$ cat src/rtl/float_copro_seq_pkg.sv
// Float format, opcodes, FSM states and the combinational add/sub/mul helpers.
// Zeros and subnormals flush to zero; overflow saturates to the largest finite value.
package float_copro_seq_pkg;
    localparam int N_exposant = 8;
    localparam int N_mantisse = 23;
    localparam int BIAS       = 2**(N_exposant-1) - 1;
    localparam int MW         = N_mantisse + 1;
    localparam int GW         = N_mantisse + 4;

    localparam logic [N_exposant-1:0] EXP_SAT = N_exposant'(2**N_exposant - 2);

    typedef struct packed {
        logic                  sign;
        logic [N_exposant-1:0] exposant;
        logic [N_mantisse-1:0] mantisse;
    } float;

    typedef enum logic [1:0] {FOP_ADD, FOP_SUB, FOP_MUL, FOP_DIV} fop_e;
    typedef enum logic [1:0] {S_IDLE, S_EXEC, S_DONE} state_e;

    function automatic float pack_result(logic sign, int e, logic [N_mantisse-1:0] m);
        float y;
        y = '0;
        if (e > int'(EXP_SAT)) begin
            y.sign     = sign;
            y.exposant = EXP_SAT;
            y.mantisse = '1;
        end else if (e > 0) begin
            y.sign     = sign;
            y.exposant = e[N_exposant-1:0];
            y.mantisse = m;
        end
        return y;
    endfunction

    function automatic float float_mul(float a, float b);
        logic [2*MW-1:0] p;
        int              e;
        if (a.exposant == '0 || b.exposant == '0)
            return '0;
        p = {{MW{1'b0}}, 1'b1, a.mantisse} * {{MW{1'b0}}, 1'b1, b.mantisse};
        e = int'(a.exposant) + int'(b.exposant) - BIAS;
        if (p[2*MW-1])
            return pack_result(a.sign ^ b.sign, e + 1, p[2*MW-2 -: N_mantisse]);
        return pack_result(a.sign ^ b.sign, e, p[2*MW-3 -: N_mantisse]);
    endfunction

    function automatic float float_add(float a, float b);
        float          big, sml;
        logic [GW-1:0] mb, ms;
        logic [GW:0]   s;
        int            d, e, lz;
        logic          found;
        if (a.exposant == '0 && b.exposant == '0) return '0;
        if (a.exposant == '0) return b;
        if (b.exposant == '0) return a;
        if ({a.exposant, a.mantisse} >= {b.exposant, b.mantisse}) begin
            big = a; sml = b;
        end else begin
            big = b; sml = a;
        end
        d  = int'(big.exposant) - int'(sml.exposant);
        mb = {1'b1, big.mantisse, 3'b000};
        ms = {1'b1, sml.mantisse, 3'b000};
        ms = (d >= GW) ? '0 : (ms >> d);
        e  = int'(big.exposant);
        if (big.sign == sml.sign) s = {1'b0, mb} + {1'b0, ms};
        else                      s = {1'b0, mb} - {1'b0, ms};
        if (s == '0) return '0;
        if (s[GW]) begin
            s = s >> 1;
            e = e + 1;
        end else begin
            lz = 0;
            found = 1'b0;
            for (int i = GW-1; i >= 0; i--) begin
                if (!found) begin
                    if (s[i]) found = 1'b1;
                    else      lz = lz + 1;
                end
            end
            s = s << lz;
            e = e - lz;
        end
        return pack_result(big.sign, e, s[GW-2 -: N_mantisse]);
    endfunction

    function automatic float float_sub(float a, float b);
        float nb;
        nb      = b;
        nb.sign = ~b.sign;
        return float_add(a, nb);
    endfunction
endpackage

$ cat src/rtl/float_copro_seq_if.sv
// User-instruction side bus of the float coprocessor sequencer.
interface float_copro_seq_if;
    import float_copro_seq_pkg::*;
    logic        start;
    fop_e        opcode;
    float        op_a;
    float        op_b;
    logic        clr_status;
    logic        busy;
    logic        complete;
    float        result;
    logic [3:0]  status;
    logic [15:0] op_count;

    modport master (output start, opcode, op_a, op_b, clr_status,
                    input  busy, complete, result, status, op_count);
    modport slave  (input  start, opcode, op_a, op_b, clr_status,
                    output busy, complete, result, status, op_count);
endinterface

$ cat src/rtl/float_copro_seq_alu.sv
// Combinational float datapath; FOP_DIV yields zero.
module float_copro_seq_alu
    import float_copro_seq_pkg::*;
(
    input  fop_e i_op,
    input  float i_a,
    input  float i_b,
    output float o_y
);
    always_comb begin
        o_y = '0;
        case (i_op)
            FOP_ADD: o_y = float_add(i_a, i_b);
            FOP_SUB: o_y = float_sub(i_a, i_b);
            FOP_MUL: o_y = float_mul(i_a, i_b);
            default: o_y = '0;
        endcase
    end
endmodule

$ cat src/rtl/float_copro_seq.sv
// Sequencer: latches an op, waits ADD_LAT/MUL_LAT cycles on the combinational
// datapath, captures the result and keeps sticky status plus an op counter.
module float_copro_seq
    import float_copro_seq_pkg::*;
#(
    parameter int ADD_LAT = 2,
    parameter int MUL_LAT = 3,
    parameter int W       = 1 + N_exposant + N_mantisse
) (
    input logic               i_clk,
    input logic               i_reset_n,
    float_copro_seq_if.slave  bus
);
    localparam logic [3:0] ADD_CNT = 4'(ADD_LAT - 1);
    localparam logic [3:0] MUL_CNT = 4'(MUL_LAT - 1);

    state_e      r_state, w_state_nxt;
    logic [3:0]  r_cnt;
    fop_e        r_op;
    float        r_a, r_b;
    logic [W-1:0] r_result;
    logic [3:0]  r_status;
    logic [15:0] r_count;
    logic        r_ill;

    logic w_accept, w_illegal, w_capture, w_overrun, w_sat, w_unf;
    float w_y, w_nb;
    logic [3:0] w_set;

    float_copro_seq_alu u_alu (.i_op(r_op), .i_a(r_a), .i_b(r_b), .o_y(w_y));

    always_ff @(posedge i_clk) begin
        if (!i_reset_n) r_state <= S_IDLE;
        else            r_state <= w_state_nxt;
    end

    // DONE accepts a new start exactly like IDLE so back-to-back ops lose no cycle.
    always_comb begin
        w_state_nxt = r_state;
        w_accept    = 1'b0;
        w_illegal   = 1'b0;
        w_capture   = 1'b0;
        w_overrun   = 1'b0;
        case (r_state)
            S_IDLE, S_DONE: begin
                w_state_nxt = S_IDLE;
                if (bus.start) begin
                    w_accept = 1'b1;
                    if (bus.opcode == FOP_DIV) begin
                        w_illegal   = 1'b1;
                        w_state_nxt = S_DONE;
                    end else begin
                        w_state_nxt = S_EXEC;
                    end
                end
            end
            S_EXEC: begin
                w_overrun = bus.start;
                if (r_cnt == 4'd0) begin
                    w_capture   = 1'b1;
                    w_state_nxt = S_DONE;
                end
            end
            default: w_state_nxt = S_IDLE;
        endcase
    end

    // Underflow is suppressed when the exact add/sub result is zero (a == -b_eff).
    assign w_nb  = (r_op == FOP_SUB) ? r_b : {~r_b.sign, r_b.exposant, r_b.mantisse};
    assign w_sat = (w_y.exposant == EXP_SAT) && (&w_y.mantisse);
    assign w_unf = (w_y.exposant == '0) && (r_a.exposant != '0) && (r_b.exposant != '0)
                   && ((r_op == FOP_MUL) || (r_a != w_nb));
    assign w_set = {w_overrun, w_illegal, w_capture & w_unf, w_capture & w_sat};

    always_ff @(posedge i_clk) begin
        if (!i_reset_n) begin
            r_cnt    <= '0;
            r_op     <= FOP_ADD;
            r_a      <= '0;
            r_b      <= '0;
            r_result <= '0;
            r_status <= '0;
            r_count  <= '0;
            r_ill    <= 1'b0;
        end else begin
            if (w_accept && !w_illegal) begin
                r_op  <= bus.opcode;
                r_a   <= bus.op_a;
                r_b   <= bus.op_b;
                r_cnt <= (bus.opcode == FOP_MUL) ? MUL_CNT : ADD_CNT;
            end else if (r_state == S_EXEC && r_cnt != 4'd0) begin
                r_cnt <= r_cnt - 4'd1;
            end
            if (w_illegal)      r_result <= '0;
            else if (w_capture) r_result <= w_y;
            if (w_accept) r_ill <= w_illegal;
            if (r_state == S_DONE && !r_ill) r_count <= r_count + 16'd1;
            r_status <= bus.clr_status ? w_set : (r_status | w_set);
        end
    end

    assign bus.busy     = (r_state != S_IDLE);
    assign bus.complete = (r_state == S_DONE);
    assign bus.result   = float'(r_result);
    assign bus.status   = r_status;
    assign bus.op_count = r_count;
endmodule

$ cat src/flat_wrapper.sv
// flat-port wrapper written by rule: the top's interface ports become plain ports
module float_copro_seq_flat import float_copro_seq_pkg::*;
#(
    parameter int ADD_LAT = 2,
    parameter int MUL_LAT = 3,
    parameter int W       = 1 + N_exposant + N_mantisse
)
  (i_clk, i_reset_n, bus_start, bus_opcode, bus_op_a, bus_op_b, bus_clr_status, bus_busy, bus_complete, bus_result, bus_status, bus_op_count);
  float_copro_seq_if bus_i ();
  input logic i_clk;
  input logic i_reset_n;
  input wire logic [$bits(bus_i.start)-1:0] bus_start;
  input wire logic [$bits(bus_i.opcode)-1:0] bus_opcode;
  input wire logic [$bits(bus_i.op_a)-1:0] bus_op_a;
  input wire logic [$bits(bus_i.op_b)-1:0] bus_op_b;
  input wire logic [$bits(bus_i.clr_status)-1:0] bus_clr_status;
  output wire logic [$bits(bus_i.busy)-1:0] bus_busy;
  output wire logic [$bits(bus_i.complete)-1:0] bus_complete;
  output wire logic [$bits(bus_i.result)-1:0] bus_result;
  output wire logic [$bits(bus_i.status)-1:0] bus_status;
  output wire logic [$bits(bus_i.op_count)-1:0] bus_op_count;
  assign bus_i.start = bus_start;
  assign bus_i.opcode = bus_opcode;
  assign bus_i.op_a = bus_op_a;
  assign bus_i.op_b = bus_op_b;
  assign bus_i.clr_status = bus_clr_status;
  assign bus_busy = bus_i.busy;
  assign bus_complete = bus_i.complete;
  assign bus_result = bus_i.result;
  assign bus_status = bus_i.status;
  assign bus_op_count = bus_i.op_count;
  float_copro_seq #(.ADD_LAT(ADD_LAT), .MUL_LAT(MUL_LAT), .W(W)) u_core (.i_clk(i_clk), .i_reset_n(i_reset_n), .bus(bus_i));
endmodule
$ cat config.mk
export PLATFORM = sky130hd
export DESIGN_NAME = float_copro_seq_flat
export DESIGN_NICKNAME = d
export VERILOG_FILES = /design/src/rtl/float_copro_seq_pkg.sv /design/src/rtl/float_copro_seq_if.sv /design/src/rtl/float_copro_seq_alu.sv /design/src/rtl/float_copro_seq.sv /design/src/flat_wrapper.sv
export SDC_FILE = /design/constraint.sdc
export NUM_CORES = 2
export LEC_CHECK = 0
export CORE_MARGIN = 5
export CORE_UTILIZATION = 41
export DETAILED_ROUTE_END_ITERATION = 16
export HOLD_SLACK_MARGIN = 0.15
export PLACE_DENSITY = 0.59
export SETUP_SLACK_MARGIN = 0.02
export SLEW_MARGIN = 20
export SYNTH_ARGS = -nofsm -noshare
export SYNTH_HDL_FRONTEND = slang
export SYNTH_SLANG_ARGS = --single-unit
$ cat constraint.sdc
create_clock -name i_clk -period 62.1 [get_ports i_clk]
set_input_delay 12.42 -clock i_clk [delete_from_list [all_inputs] [get_ports i_clk]]
set_output_delay 12.42 -clock i_clk [all_outputs]
set_load 0.01 [all_outputs]
* Yosys cells after proc, flatten, opt, wreduce, memory -nomap -nowiden
Cells that the tools add are included.
Storage, ports and cells: input bits 70, logic and storage cells 1106, output and inout port bits 54, bits in registers 125
Operators by class: add/sub/neg operators 67, multiply operators 1, shift operators 4, mux-type cells 965, reduce and logical (&&, ||, !) cells 28, $lt $le $gt $ge 11, eq/ne operators 11, bitwise logic cells 6
Operator list (number):
- $mux 32 | 488
- $add 32x2->32 const B | 52
- $mux 1 | 454
- $mux 28 | 10
- $pmux 32 s3 | 1
- $gt 32x1->1 const B | 2
- $gt 32x9->1 const B | 2
- $shl 28x32->26 | 2
- $shr 27x32->27 | 2
- $sub 9x32->32 | 2
- $add 27x27->28 | 2
- $logic_not 28->1 | 2
- $sub 27x27->28 | 2
- $mux 27 | 2
- $mux 26 | 2
- $mul 24x24->48 | 1
- $ne 32x32->1 | 1
- $ge 31x31->1 | 1
- $logic_not 8->1 | 3
- $reduce_and 23->1 | 1
- $add 8x1->9 const B | 2
- $ge 9x6->1 const B | 2
- $sub 8x8->9 | 2
- $add 16x1->16 const B | 1
- 29 further kinds | 54

* Depth between registers and ports, before layout
depth after elaboration 289, mapped depth 158, gate-level depth less buffers 148

* Cells and area by module
A second synthesis with hierarchy kept.
Unflattened totals: cells, all modules 6035, area total of the unflattened synthesis 44567.7 um^2
Modules (own cells, without submodules):
- float_copro_seq_alu | cells each 5409, seq. area each 0.0 um^2, area each 39340.2 um^2, instances 1
- float_copro_seq | cells each 626, seq. area each 2502.4 um^2, area each 5227.5 um^2, instances 1

* Least setup slack after synthesis
Ideal clock, no wire load.
path kind register -> register, start point register u_core.r_a[0] in the netlist's numbering, end point register u_core.r_status[0], in the netlist u_core.bus.status[0], buffers on the path 11, required time 62.008 ns, clock period less this slack 29.644 ns, library setup time 0.092 ns, arrival 29.551 ns, path slack 32.456 ns, stages on the path, launching flop included 157, cells stage by stage dfxtp_1 -> clkbuf_1 -> clkinv_1 -> clkbuf_1 -> ha_1 -> nand3_1 -> nor4_1 -> a221oi_1 -> nand3_1 -> nor2_4 -> buf_6 -> clkbuf_1 -> clkbuf_1 -> a21oi_1 -> ha_1 -> o21bai_1 -> o21ai_0 -> a21oi_1 -> [121 not listed] -> nand2_1 -> nor3b_1 -> a21oi_1 -> nor4_1 -> nand4_1 -> nand2_1 -> a21oi_1 -> a31oi_1 -> nand2_1 -> buf_2 -> o21ai_0 -> nand2_1 -> o311a_1 -> a41oi_1 -> o311ai_0 -> nor4_1 -> nand4_1 -> o32ai_1
Between the ends: word-level cells in the longest chain between the ends 276, elaborated cells on any way between the ends 1011, those cells by class add/sub: 62; mul: 1; order compare: 7; eq/ne: 3; shift: 4; mux: 928; bitwise: 2; reduce/logical: 4
Ends and longest elaborated chain:
- start, declared | RTL line float_copro_seq.sv:20 | float r_a, r_b;
- start signal, assigned | RTL line float_copro_seq.sv:88 | r_a <= bus.op_a;
- $ge 31x31->1 | RTL line float_copro_seq_pkg.sv:57 | if ({a.exposant, a.mantisse} >= {b.exposant, b.mantisse}) begin
- $mux 32 (2 in series) | RTL line float_copro_seq_pkg.sv:57
- $mux 32 | RTL line float_copro_seq_pkg.sv:56 | if (b.exposant == '0) return a;
- $mux 32 | RTL line float_copro_seq_pkg.sv:55 | if (a.exposant == '0) return b;
- $mux 32 | RTL line float_copro_seq_alu.sv:12 | case (i_op)
- $sub 8x8->9 | RTL line float_copro_seq_pkg.sv:62 | d = int'(big.exposant) - int'(sml.exposant);
- $shr 27x32->27 / $ge 9x6->1 (equally long branches) | RTL line float_copro_seq_pkg.sv:65 | ms = (d >= GW) ? '0 : (ms >> d);
- $mux 27 | RTL line float_copro_seq_pkg.sv:65
- [259 not listed]
- $mux 32 | RTL line float_copro_seq_pkg.sv:56
- $mux 32 | RTL line float_copro_seq_pkg.sv:55
- $pmux 32 s3 (*) | RTL line float_copro_seq_alu.sv:12
- $reduce_and 23->1 / $eq 8x8->1 (equally long branches) | RTL line float_copro_seq.sv:70 | assign w_sat = (w_y.exposant == EXP_SAT) && (&w_y.mantisse);
- $logic_and 1x1->1 (*) | RTL line float_copro_seq.sv:70
- $and 1x1->1 (*) | RTL line float_copro_seq.sv:73 | assign w_set = {w_overrun, w_illegal, w_capture & w_unf, w_capture & w_sat};
- $or 4x4->4 | RTL line float_copro_seq.sv:98 | r_status <= bus.clr_status ? w_set : (r_status | w_set);
- $mux 4 (*) | RTL line float_copro_seq.sv:98
- end signal, assigned | RTL line float_copro_seq.sv:98
- end, declared | RTL line float_copro_seq.sv:22 | logic [3:0] r_status;
Mark *: on every way between the ends. The rest lies on a longest branch, timed or not. The select of a mux whose other input is x is not followed. A chain may end at the register's enable or synchronous reset.

* Worst setup path in the final report
start point register u_core.r_b[23] in the netlist's numbering, end point register u_core.r_status[0], in the netlist u_core.bus.status[0]
Between the ends: word-level cells in the longest chain between the ends 276, elaborated cells on any way between the ends 1031, those cells by class add/sub: 65; order compare: 11; eq/ne: 3; shift: 4; mux: 939; bitwise: 2; reduce/logical: 7
Ends and longest elaborated chain:
- start, declared | RTL line float_copro_seq.sv:20
- start signal, assigned | RTL line float_copro_seq.sv:89 | r_b <= bus.op_b;
- $ge 31x31->1 | RTL line float_copro_seq_pkg.sv:57
- $mux 32 (2 in series) | RTL line float_copro_seq_pkg.sv:57
- $mux 32 | RTL line float_copro_seq_pkg.sv:56
- $mux 32 | RTL line float_copro_seq_pkg.sv:55
- $mux 32 | RTL line float_copro_seq_alu.sv:12
- $sub 8x8->9 | RTL line float_copro_seq_pkg.sv:62
- $shr 27x32->27 / $ge 9x6->1 (equally long branches) | RTL line float_copro_seq_pkg.sv:65
- $mux 27 | RTL line float_copro_seq_pkg.sv:65
- [259 not listed]
- $mux 32 | RTL line float_copro_seq_pkg.sv:56
- $mux 32 | RTL line float_copro_seq_pkg.sv:55
- $pmux 32 s3 (*) | RTL line float_copro_seq_alu.sv:12
- $reduce_and 23->1 / $eq 8x8->1 (equally long branches) | RTL line float_copro_seq.sv:70
- $logic_and 1x1->1 (*) | RTL line float_copro_seq.sv:70
- $and 1x1->1 (*) | RTL line float_copro_seq.sv:73
- $or 4x4->4 | RTL line float_copro_seq.sv:98
- $mux 4 (*) | RTL line float_copro_seq.sv:98
Marks and branches as above.

==> impl_metrics.yaml <==
outcome:
  run_status: "finished, final reports clean"
timing:
  fmax_ghz: 0.02880
  fin_crit_sh_pct: 55.91
  fin_setup_tns_ns: 0
  tightest_slew_ns: 1.206
  setup_viol: 0
  holdWs_ns: 0.4660
  max-slew-margin-rel_pct: 17.49
  grt_setup_unrepaired: "no"
  period_minus_slack_ns: 34.72
  hold_viol_final: 0
  fin_skew_ns: 0.02670
  setup_ws_ns: 27.38
  slew_viol_final: 0
grt:
  grt_pass1_wl_mm: 296.2
  grt_start_max_net_pins: 67
  gr-total-overflow: 0
  track_usage_pct: 31.54
  grt_pass1_vias: 46450
  antenna_found_initial: 5
yosys:
  synth_flop_cell: "dfxtp_1"
  seq_area_frac_synth_pct: 5.270
  synthTopCellsByArea: "fa_1, ha_1, nand2_1"
  synthDistinctLibCells: 127
  synth_edf_count: 0
  yosysTopAreaCellShare_pct: 20.45
  synth_top_area_cell: "fa_1"
  ys_ff_latch: 125
  syn_area_per_cell_um2: 7.355
  synthCells: 6456
  synth_warnings: 0
  syn-num-nets: 7367
  synthesis.area_um2: 47490
  synthArstFlopShare_pct: 0
cts:
  cts_tree: "built"
  clk-insertion-delay-late_ns: 0.49
  clockBufferDepth: 2
  clkSinkCount: 125
  cts_resized: 0
  cts_made_buffers: 17
  cts_root_buf: "clkbuf_16"
  cts_max_level: 4
  cts_hold_buffers: 0
  post_cts_buffers: 0
  clkTransAtPathRegs_ns: 0.07
power_and_ir_drop:
  ir_drop_mv: 0.02883
  p_per_area_nw_per_um2: 31.16
  p_leak_nw: 22.85
  finalPower_mw: 1.582
critical_path:
  cp_max_fo: 57
  slowest_delay_ns: 0.68
  startpoint_type: "register"
  crit_top_cell: "ha_1"
  cp_slowest_cell: "xnor2_2"
  crit_buf_inv: 10
  cp_top_family: "simple AND/OR/NAND/NOR gates"
  path_class: "reg -> reg"
  crit_required_ns: 62.49
  cp-end-kind: "register"
  worstPathArrival_ns: 35.11
drt:
  drt_iter0_drc: 5118
  drc: 0
  wl_mm: 197.5
  ant_nets: 0
  via_per_inst: 6.087
  firstDrtPassIters: 6
  wl_per_cell_um: 25.07
  vias: 47960
cells_and_area:
  area_growth_pct: 6.946
  layout.nets: 7262
  fin_cells: 7879
  drive_gt1_share_pct: 5.578
placement:
  dpl.cell_count: 7844
  place_congestion: 1.076
  dp_slack_ns: 28.11
  io_buffers: 123
  place_hpwl_mm: 155.1
die:
  die-area_um2: 122700
  placementRows: 124
  core-area_um2: 114700
  initial_core_util_pct: 41.42
  fp.dieW_um: 350.3
  die_h_um: 350.3
  io_pins: 124
min_path:
  min_path_type: "reg -> reg"
job:
  cap_viol_max_count: 0
-- cell usage in the layout, fill, tap and decap left out, drive strengths merged, types with 87 or more instances in the layout --
master,instances
a21oi,378
nor2,477
dfxtp,125
xnor2,185
buf,131
ha,356
a21boi,87
o21ai,300
nor3,156
inv,665
nand3,165
nand2,980
clkdlybuf4s50,122
and2,276
mux2i,98
fa,485
-- final cells by class --
| type | count | area, µm² |
|---|---|---|
| clock buffers | 18 | 439.2 |
| inverters | 669 | 2511 |
| well taps | 1512 | 1892 |
| repair buffers | 253 | 2202 |
| flip-flops and latches | 125 | 2502 |
| multi-input cells | 5285 | 41050 |
| diodes | 3 | 7.507 |
| fillers | 11800 | 63870 |
| clock inverters | 14 | 177.7 |
-- worst paths after layout --
| kind | depth (start not counted) | to | from | slack, ns |
|---|---|---|---|---|
| min | 2 | u_core.bus.result[18]$_SDFFE_PP0P_ | u_core.bus.result[18]$_SDFFE_PP0P_ | 0.47 |
| max | 150 | u_core.bus.status[0]$_SDFF_PN0_ | u_core.r_b[23]$_SDFFE_PN0P_ | 27.38 |
| min reg2reg | 2 | u_core.bus.result[18]$_SDFFE_PP0P_ | u_core.bus.result[18]$_SDFFE_PP0P_ | 0.47 |
| max reg2reg | 150 | u_core.bus.status[0]$_SDFF_PN0_ | u_core.r_b[23]$_SDFFE_PN0P_ | 27.38 |
-- cell families (layout without fill, tap and decap cells) --
kind of cell / after synthesis / in the layout / share of synthesized area (%)
flip-flops: 125 / 125 / 5.270
other: 0 / 3 / 0
buffers and inverters: 1046 / 954 / 8.471
XOR/XNOR: 283 / 283 / 6.263
AO/OA/AOI/OAI: 1455 / 1455 / 20.58
adder cells (fa/ha/maj): 845 / 845 / 29.91
multiplexers: 160 / 160 / 3.789
AND/OR/NAND/NOR: 2542 / 2542 / 25.71
-- synth_stat cells (all sizes together), types with 76 or more instances --
cell and number:
a21boi 87, a21o 79, a21oi 378, and2 276, clkbuf 316, dfxtp 125, fa 485, ha 356
inv 659, mux2i 98, nand2 980, nand3 165, nand4 76, nor2 477, nor3 156, o21ai 300
xnor2 185
-- worst min-delay path, delay by kind of cell, from the launching register on --
| kind | cells | cell delay (ns) |
|---|---|---|
| and+or+nand+nor | 1 | 0.05 |
| AOI/OAI and AO/OA | 1 | 0.05 |
| DFF | 1 | 0.31 |
-- per-layer routing --
layer	vias to the layer above	share of wire [%]	global-route usage (%)
met5	-	0.028	0.2310
met4	7	6.2	16.04
met3	466	8.0	4.917
met2	2197	44	49.94
met1	23440	41	41.91
li1	21850	-	-
-- where the power goes --
part           total [mW]  internal [mW]  leakage [nW]  switching, mW
sequential         0.0897         0.0846          1.02        0.00505
combinational        1.38          0.443          21.5          0.938
clock               0.112         0.0649         0.302         0.0473
total                1.58          0.592          22.9          0.990
-- registers in the layout (all words and copies together), names as in the netlist --
register             cells
u_core.bus.op_count     16
u_core.bus.result       32
u_core.bus.status        4
u_core.r_a              32
u_core.r_b              32
u_core.r_cnt             4
u_core.r_ill             1
u_core.r_op              2
u_core.r_state           2
-- through the flow --
| stage | area, µm² | util (%) |
|---|---|---|
| after floorplan | 47490 | - |
| after global placement | 50140 | 43.74 |
| after detailed placement | 50150 | 43.74 |
| after CTS | 50770 | 44.28 |
| after global routing | 50780 | 44.29 |
| final | 50780 | 44.29 |
Power figures use the tool's default switching activity.
